$ cat config.mk
export PLATFORM = sky130hd
export DESIGN_NAME = lcd_window_ctrl_flat
export DESIGN_NICKNAME = d
export VERILOG_FILES = /design/src/rtl/lcd_window_ctrl_if.sv /design/src/rtl/lcd_window_ctrl.sv /design/src/flat_wrapper.sv
export SDC_FILE = /design/constraint.sdc
export NUM_CORES = 1
export LEC_CHECK = 0
export CORE_UTILIZATION = 30
export CTS_CLUSTER_DIAMETER = 50
export DETAILED_ROUTE_END_ITERATION = 6
export GPL_TIMING_DRIVEN = 1
export PLACE_DENSITY = 0.45
export RECOVER_POWER = 50
export SETUP_SLACK_MARGIN = 0.5
export SYNTH_ARGS = -nofsm -noshare
export SYNTH_HDL_FRONTEND = slang
export SYNTH_SLANG_ARGS = --single-unit
$ cat constraint.sdc
create_clock -name cin -period 3.2 [get_ports cin]
set_input_delay 0.32 -clock cin [delete_from_list [all_inputs] [get_ports cin]]
set_output_delay 0.32 -clock cin [all_outputs]
set_load 0.005 [all_outputs]
$ cat src/rtl/lcd_window_ctrl_if.sv
// lcd_window_ctrl_if: request, pixel-source and serializer byte link of the LCD window controller
interface lcd_window_ctrl_if;
  logic        req_valid;
  logic        req_ready;
  logic [7:0]  x0;
  logic [7:0]  x1;
  logic [7:0]  y0;
  logic [7:0]  y1;
  logic [15:0] pix_data;
  logic        pix_valid;
  logic        pix_ready;
  logic [7:0]  tx_data;
  logic        tx_rs;
  logic        tx_valid;
  logic        tx_ready;
  logic        busy;
  logic        done;
  logic        err;
  modport master (
    output req_valid, x0, x1, y0, y1, pix_data, pix_valid, tx_ready,
    input  req_ready, pix_ready, tx_data, tx_rs, tx_valid, busy, done, err
  );
  modport slave (
    input  req_valid, x0, x1, y0, y1, pix_data, pix_valid, tx_ready,
    output req_ready, pix_ready, tx_data, tx_rs, tx_valid, busy, done, err
  );
endinterface

$ cat src/rtl/lcd_window_ctrl.sv
// lcd_window_ctrl: emits CASET/RASET/RAMWR header then RGB565 pixel byte pairs for a window write
module lcd_window_ctrl #(
  parameter int         WIDTH  = 128,
  parameter int         HEIGHT = 160,
  parameter logic [7:0] CASET  = 8'h2A,
  parameter logic [7:0] RASET  = 8'h2B,
  parameter logic [7:0] RAMWR  = 8'h2C
) (
  input logic cin,
  input logic reset,
  lcd_window_ctrl_if.slave bus
);
  typedef enum logic [2:0] {IDLE, HDR, PIX_WAIT, PIX_HI, PIX_LO} state_t;
  state_t      state_q, state_d;
  logic [3:0]  idx_q, idx_d, idx_n;
  logic [14:0] count_q, count_d;
  logic [7:0]  x0_q, x0_d, x1_q, x1_d, y0_q, y0_d, y1_q, y1_d;
  logic [7:0]  lo_q, lo_d, tx_data_q, tx_data_d, hdr_byte;
  logic        tx_rs_q, tx_rs_d, tx_valid_q, tx_valid_d, done_q, done_d, err_q, err_d;
  logic        bad, fire, hdr_rs;
  logic [8:0]  w, h;
  assign w      = 9'(bus.x1) - 9'(bus.x0) + 9'd1;
  assign h      = 9'(bus.y1) - 9'(bus.y0) + 9'd1;
  assign bad    = (bus.x0 > bus.x1) || (bus.y0 > bus.y1) || (32'(bus.x1) >= WIDTH) || (32'(bus.y1) >= HEIGHT);
  assign fire   = tx_valid_q && bus.tx_ready;
  assign idx_n  = idx_q + 4'd1;
  assign hdr_rs = !(idx_n == 4'd5 || idx_n == 4'd10);
  assign bus.req_ready = state_q == IDLE;
  assign bus.pix_ready = state_q == PIX_WAIT;
  assign bus.busy      = state_q != IDLE;
  assign bus.tx_data   = tx_data_q;
  assign bus.tx_rs     = tx_rs_q;
  assign bus.tx_valid  = tx_valid_q;
  assign bus.done      = done_q;
  assign bus.err       = err_q;
  // header byte that follows the current index: zero high bytes between the opcodes and coordinates
  always_comb begin
    case (idx_n)
      4'd2:    hdr_byte = x0_q;
      4'd4:    hdr_byte = x1_q;
      4'd5:    hdr_byte = RASET;
      4'd7:    hdr_byte = y0_q;
      4'd9:    hdr_byte = y1_q;
      4'd10:   hdr_byte = RAMWR;
      default: hdr_byte = 8'h00;
    endcase
  end
  // next-state and registered-output logic
  always_comb begin
    state_d    = state_q;
    idx_d      = idx_q;
    count_d    = count_q;
    x0_d       = x0_q;
    x1_d       = x1_q;
    y0_d       = y0_q;
    y1_d       = y1_q;
    lo_d       = lo_q;
    tx_data_d  = tx_data_q;
    tx_rs_d    = tx_rs_q;
    tx_valid_d = tx_valid_q;
    done_d     = 1'b0;
    err_d      = 1'b0;
    case (state_q)
      IDLE: if (bus.req_valid) begin
        x0_d = bus.x0;
        x1_d = bus.x1;
        y0_d = bus.y0;
        y1_d = bus.y1;
        if (bad) err_d = 1'b1;
        else begin
          state_d    = HDR;
          idx_d      = 4'd0;
          count_d    = 15'(w) * 15'(h);
          tx_valid_d = 1'b1;
          tx_data_d  = CASET;
          tx_rs_d    = 1'b0;
        end
      end
      HDR: if (fire) begin
        if (idx_q == 4'd10) begin
          tx_valid_d = 1'b0;
          state_d    = PIX_WAIT;
        end else begin
          idx_d     = idx_n;
          tx_data_d = hdr_byte;
          tx_rs_d   = hdr_rs;
        end
      end
      PIX_WAIT: if (bus.pix_valid) begin
        lo_d       = bus.pix_data[7:0];
        tx_data_d  = bus.pix_data[15:8];
        tx_rs_d    = 1'b1;
        tx_valid_d = 1'b1;
        state_d    = PIX_HI;
      end
      PIX_HI: if (fire) begin
        tx_data_d = lo_q;
        state_d   = PIX_LO;
      end
      PIX_LO: if (fire) begin
        tx_valid_d = 1'b0;
        count_d    = count_q - 15'd1;
        done_d     = count_q == 15'd1;
        state_d    = count_q == 15'd1 ? IDLE : PIX_WAIT;
      end
      default: state_d = IDLE;
    endcase
  end
  // state and output registers; reset abandons any window in flight
  always_ff @(posedge cin or posedge reset) begin
    if (reset) begin
      state_q    <= IDLE;
      idx_q      <= '0;
      count_q    <= '0;
      x0_q       <= '0;
      x1_q       <= '0;
      y0_q       <= '0;
      y1_q       <= '0;
      lo_q       <= '0;
      tx_data_q  <= '0;
      tx_rs_q    <= 1'b0;
      tx_valid_q <= 1'b0;
      done_q     <= 1'b0;
      err_q      <= 1'b0;
    end else begin
      state_q    <= state_d;
      idx_q      <= idx_d;
      count_q    <= count_d;
      x0_q       <= x0_d;
      x1_q       <= x1_d;
      y0_q       <= y0_d;
      y1_q       <= y1_d;
      lo_q       <= lo_d;
      tx_data_q  <= tx_data_d;
      tx_rs_q    <= tx_rs_d;
      tx_valid_q <= tx_valid_d;
      done_q     <= done_d;
      err_q      <= err_d;
    end
  end
endmodule

$ cat src/flat_wrapper.sv
// flat-port wrapper written by rule: the top's interface ports become plain ports
module lcd_window_ctrl_flat 
#(
  parameter int         WIDTH  = 128,
  parameter int         HEIGHT = 160,
  parameter logic [7:0] CASET  = 8'h2A,
  parameter logic [7:0] RASET  = 8'h2B,
  parameter logic [7:0] RAMWR  = 8'h2C
)
  (cin, reset, bus_req_valid, bus_x0, bus_x1, bus_y0, bus_y1, bus_pix_data, bus_pix_valid, bus_tx_ready, bus_req_ready, bus_pix_ready, bus_tx_data, bus_tx_rs, bus_tx_valid, bus_busy, bus_done, bus_err);
  lcd_window_ctrl_if bus_i ();
  input logic cin;
  input logic reset;
  input wire logic [$bits(bus_i.req_valid)-1:0] bus_req_valid;
  input wire logic [$bits(bus_i.x0)-1:0] bus_x0;
  input wire logic [$bits(bus_i.x1)-1:0] bus_x1;
  input wire logic [$bits(bus_i.y0)-1:0] bus_y0;
  input wire logic [$bits(bus_i.y1)-1:0] bus_y1;
  input wire logic [$bits(bus_i.pix_data)-1:0] bus_pix_data;
  input wire logic [$bits(bus_i.pix_valid)-1:0] bus_pix_valid;
  input wire logic [$bits(bus_i.tx_ready)-1:0] bus_tx_ready;
  output wire logic [$bits(bus_i.req_ready)-1:0] bus_req_ready;
  output wire logic [$bits(bus_i.pix_ready)-1:0] bus_pix_ready;
  output wire logic [$bits(bus_i.tx_data)-1:0] bus_tx_data;
  output wire logic [$bits(bus_i.tx_rs)-1:0] bus_tx_rs;
  output wire logic [$bits(bus_i.tx_valid)-1:0] bus_tx_valid;
  output wire logic [$bits(bus_i.busy)-1:0] bus_busy;
  output wire logic [$bits(bus_i.done)-1:0] bus_done;
  output wire logic [$bits(bus_i.err)-1:0] bus_err;
  assign bus_i.req_valid = bus_req_valid;
  assign bus_i.x0 = bus_x0;
  assign bus_i.x1 = bus_x1;
  assign bus_i.y0 = bus_y0;
  assign bus_i.y1 = bus_y1;
  assign bus_i.pix_data = bus_pix_data;
  assign bus_i.pix_valid = bus_pix_valid;
  assign bus_i.tx_ready = bus_tx_ready;
  assign bus_req_ready = bus_i.req_ready;
  assign bus_pix_ready = bus_i.pix_ready;
  assign bus_tx_data = bus_i.tx_data;
  assign bus_tx_rs = bus_i.tx_rs;
  assign bus_tx_valid = bus_i.tx_valid;
  assign bus_busy = bus_i.busy;
  assign bus_done = bus_i.done;
  assign bus_err = bus_i.err;
  lcd_window_ctrl #(.WIDTH(WIDTH), .HEIGHT(HEIGHT), .CASET(CASET), .RASET(RASET), .RAMWR(RAMWR)) u_core (.cin(cin), .reset(reset), .bus(bus_i));
endmodule
# After elaboration in Yosys (flattened, before gate mapping)
# Cells that the tools add are included.
# word_totals
word_cells,108
inputBits,53
reg_bits,74
# classes
n_lt_le_gt_ge,4
eq_ne,20
n_addsub,6
mux,43
n_mul,1
n_reduce_logical,21
# op_table
cell,count
8-bit 2-to-1 mux,6
8-bit case mux with 6 select lines,1
15-bit 2-to-1 mux,3
8-bit case mux with 4 select lines,1
15-bit case mux with 2 select lines,1
3-bit 2-to-1 mux,7
7-bit AND reduction,3
9-bit by 1-bit adder with 9-bit output (second input constant),2
8-bit by 8-bit subtractor with 9-bit output,2
8-bit greater-or-equal comparator (second input constant),2
8-bit > comparator,2
4-bit 2-to-1 mux,4
15-bit by 1-bit == test with 1-bit output (second input constant),1
9-bit by 9-bit multiplier with 15-bit output,1
1-bit 2-to-1 mux,15
3-bit case mux with 5 select lines,1
15-bit by 1-bit subtractor with 15-bit output (second input constant),1
4-bit by 3-bit == test with 1-bit output (second input constant),3
4-bit == test (second input constant),3
2-bit by 1-bit != test with 1-bit output (second input constant),4
2-bit != test (second input constant),4
4-bit case mux with 2 select lines,1
4-bit nonzero test,2
3-bit by 2-bit == test with 1-bit output (second input constant),2
17 further kinds,23

# Longest topological paths before layout
# depth
depth_word,7
depth_mapped,27
depth_no_buf,27

# Worst setup path after synthesis
# Ideal clock, no wire load.
# synth_path
kind,input to register
start,in bus_y1[1]
end,reg u_core.count_q[14]
t_arrival_ns,6.244
required_ns,3.074
setup_time_ns,0.126
n_path_buf,0
cell_stages,25
slack_ns,-3.170
path_cell_list,inv_1 > ha_1 > inv_1 > ha_1 > fa_1 > a211oi_2 > o21bai_1 > a21oi_2 > xor2_2 > or2_2 > fa_1 > fa_1 > inv_1 > fa_1 > inv_1 > fa_1 > inv_1 > ha_1 > o21ai_0 > a21oi_1 > nor4_1 > o31ai_1 > xnor3_1 > xnor3_1 > o311a_1
# synth_via
elab_chain_cells,6
word_cells_on_any_way,13
classes_between,2 x add/sub; 1 x mul; 2 x order compare; 1 x eq/ne; 3 x mux; 4 x reduce/logical
# synth_lines
element,line,source
start: declaration,flat_wrapper.sv:18,input wire logic [$bits(bus_i.y1)-1:0] bus_y1;
8-bit by 8-bit subtractor with 9-bit output / 8-bit > comparator (equally long branches),"lcd_window_ctrl.sv:23, lcd_window_ctrl.sv:24",
9-bit by 1-bit adder with 9-bit output / 1-bit logical OR (equally long branches),"lcd_window_ctrl.sv:23, lcd_window_ctrl.sv:24",
9-bit by 9-bit multiplier with 15-bit output / 1-bit logical OR (equally long branches),"lcd_window_ctrl.sv:73, lcd_window_ctrl.sv:24",
15-bit 2-to-1 mux / 1-bit logical OR (equally long branches),"lcd_window_ctrl.sv:69, lcd_window_ctrl.sv:24",
15-bit 2-to-1 mux / 2-bit != test (equally long branches),-,
15-bit case mux with 2 select lines / 4-bit AND reduction (equally long branches),-,
end signal: assignment,lcd_window_ctrl.sv:128,count_q <= count_d;
end: declaration,lcd_window_ctrl.sv:16,"logic [14:0] count_q, count_d;"
# Parallel ways exist; a longest one is shown, timed or not. The select of a mux whose other input is x is not followed.
# A chain may end at the register's enable or synchronous reset.

# Worst setup path in the final report
# Same ends and word-level chain as after synthesis.

==> impl_metrics.json <==
{
  "netlist_instances": 839,
  "area.growth.synth_to_final_pct": 47.34,
  "vias_per_cell": 4.671,
  "clk_pin_slew_worst_paths_ns": 0.06,
  "h-tree-depth": 3,
  "final_net_count": 1248,
  "synth_area_sq_um": 7501,
  "hold_depth": 2,
  "worstHoldStart": "bus_x0[0]",
  "root_buffer": "clkbuf_16",
  "die-area_sq_um": 25640,
  "drt_first_pass_iters": 5,
  "ys.flop_type": "dfrtp_1",
  "n_antenna_cell": 0,
  "place_hpwl_microns": 17670,
  "postPlaceCellArea_sq_um": 9921,
  "r2r-end": "u_core.bus.tx_data[3]",
  "drive_gt1_frac": 0.3626,
  "synth_edf_count": 0,
  "cp-start-kind": "input pin",
  "tritoncts": "done",
  "grt.total_usage": 0.1760,
  "start_util": 0.3075,
  "fin_area_sq_um": 11050,
  "fin_tns_setup_ns": -20.18,
  "ioPinCount": 68,
  "grt-ovfl-total": 0,
  "crit_top_cell": "fa_1",
  "synth-seq-area-share": 0.2469,
  "wl_per_cell_microns": 15.79,
  "crit_arrival_ns": 5.92,
  "grt_max_degree": 34,
  "seq_area_sq_um": 1852,
  "numCtsBuffers": 9,
  "hold_path.class": "input pin to flip-flop",
  "synth_top_family_by_area": "adder cells",
  "synth_compound_area_frac": 0.1556,
  "die_width_microns": 160.1,
  "die_h_microns": 160.1,
  "clk_path_buf_depth": 2,
  "antenna_found_initial": 0,
  "setup_viol": 12,
  "fin_crit_sh": 1.777,
  "slew_violations": 0,
  "ant_nets": 0,
  "io_buffers": 67,
  "synth_cell_types": 63,
  "max-cap-violations": 0,
  "cpPeakStageDelay_ns": 0.52,
  "gp_congestion": 0.8095,
  "rsz0062_at_grt": "true",
  "rrSetupSlack_ns": 0.69,
  "synth_common_cells": "inv_1, nor2_1, ha_1",
  "end_kind": "flip-flop",
  "multiInputGateArea_sq_um": 5874,
  "synthSimpleGateAreaFrac": 0.1396,
  "avgSynthCellArea_sq_um": 8.940,
  "synthXorXnorAreaFrac": 0.04070,
  "worst_pin_slew_ns": 1.424,
  "clkLatencyLatePin_ns": 0.35,
  "cts_sinks": 74,
  "r2r-start": "u_core.idx_q[0]",
  "violations": "setup timing",
  "max-slew-margin-rel": 0.05041,
  "synth_area_leader_cell": "dfrtp_1",
  "worstRegToRegCells": 9,
  "vias": 6511,
  "grt_pass1_vias": 6655,
  "critical_path_required_ns": 3.43,
  "synth.most_common_cell": "inv_1",
  "path_buf_inv": 8,
  "cp_slowest_cell": "fa_1",
  "ys_top_cells_by_area": "dfrtp_1, fa_1, ha_1",
  "synth_top_area_share": 0.2469,
  "clock_skew_ns": 0.007063,
  "post-place-ws_ns": -3.476,
  "status": "finished, violations left",
  "grt_first_pass_wirelength_microns": 35690,
  "finalWirelength_microns": 22020,
  "critPathKind": "input pin to flip-flop",
  "fp-row-count": 57,
  "drtIter0Drc": 383,
  "design.core.area_sq_um": 24390,
  "min_to": "u_core.x0_q[0]",
  "critPathTopFamily": "adder cells",
  "timing.hold.ws_ns": 0.2551,
  "final.min_clock_period_ns": 5.688,
  "syn_nets": 1022,
  "hold_viol_final": 0,
  "synth.yosys.warnings": 0,
  "crit_fanout": 5,
  "fmax_ghz": 0.1758,
  "synth.area.mux_share": 0.06722,
  "synth_seq_cells": 74,
  "synthArstFlopShare": 1.000,
  "route.detailed.drc": 0,
  "synthAdderAreaFrac": 0.2689,
  "setup_slack_ns": -2.488,
  "nFillCells": 2425
}
[layer usage]
| metal | vias up | track usage | wire [microns] |
|---|---|---|---|
| met5 | - | 0 | 0 |
| met4 | 0 | 0.02727 | 145 |
| met3 | 8 | 0.02571 | 561 |
| met2 | 87 | 0.2769 | 9993 |
| met1 | 3152 | 0.2584 | 11320 |
| li1 | 3264 | - | - |
[cells in the final DEF, fill, tap and decap left out, types with 32 or more instances in the layout]
cell             instances
buf_4                  155
inv_1                  107
nor2_1                  79
dfrtp_1                 74
fa_1                    48
a21oi_1                 46
mux2_2                  43
ha_1                    41
nand2_1                 38
clkdlybuf4s50_1         35
o21ai_0                 33
ha_4                    32
[worst register-to-register path, cell delays in order, from the launching register on]
cell and delay, ns:
dfrtp_1 0.40, ha_2 0.27, nor3b_1 0.17, a41oi_2 0.21, nor2b_1 0.11, buf_4 0.19, or4_1 0.52, o21ai_1 0.16
o21ai_0 0.11, mux2_2 0.27
[what timing repair did]
item | 4_1_cts | 5_1_grt
pin swaps | 72 | 29
setup endpoints to repair | 30 | 27
resized for setup | 137 | 49
setup buffers | 19 | 5
cloned | 0 | 1
hold buffers | 0 | 0
[state kept, by name (all words and copies together) (netlist names)]
| name | flops |
|---|---|
| u_core.bus.tx_rs | 1 |
| u_core.bus.err | 1 |
| u_core.count_q | 15 |
| u_core.lo_q | 8 |
| u_core.y1_q | 8 |
| u_core.x1_q | 8 |
| u_core.state_q | 3 |
| u_core.y0_q | 8 |
| u_core.bus.tx_data | 8 |
| u_core.bus.tx_valid | 1 |
| u_core.bus.done | 1 |
| u_core.x0_q | 8 |
| u_core.idx_q | 4 |
[metrics by stage]
stage	instances	utilization
final	1394	0.4531
after global routing	1394	0.4531
after CTS	1388	0.4439
after detailed placement	1353	0.4067
after global placement	1353	0.4067
after floorplan	839	-
[cells by family (layout without fill, tap and decap cells)]
group,after synthesis,after routing
adder cells (fa/ha/maj),130,130
AO/OA/AOI/OAI,183,183
multiplexers,45,45
buffers and inverters,160,391
flip-flops,74,74
XOR/XNOR,30,30
AND/OR/NAND/NOR,217,217
[worst max path at each step]
stage	depth (start not counted)	slack, ns	endpoint	from
floorplan	25	-2.56	u_core.count_q[14]	bus_y1[1]
global placement	29	-3.49	u_core.count_q[13]	bus_x1[1]
detailed placement	29	-3.48	u_core.count_q[13]	bus_x1[1]
CTS	28	-2.65	u_core.count_q[14]	bus_y1[1]
global route	28	-2.72	u_core.count_q[14]	bus_y1[1]
finish	28	-2.49	u_core.count_q[14]	bus_y1[1]
[layout make-up]
| class | count | share of cell area |
|---|---|---|
| multi-input combinational | 605 | 0.5315 |
| clock buffer | 10 | 0.02162 |
| clock inverter | 6 | 0.008831 |
| sequential | 74 | 0.1676 |
| timing repair buffer | 244 | 0.1867 |
| tap | 324 | 0.03668 |
| inverter | 131 | 0.04710 |
Power is not shown: default switching activity piles up to over one toggle a cycle in this logic, so the estimate is an artifact.
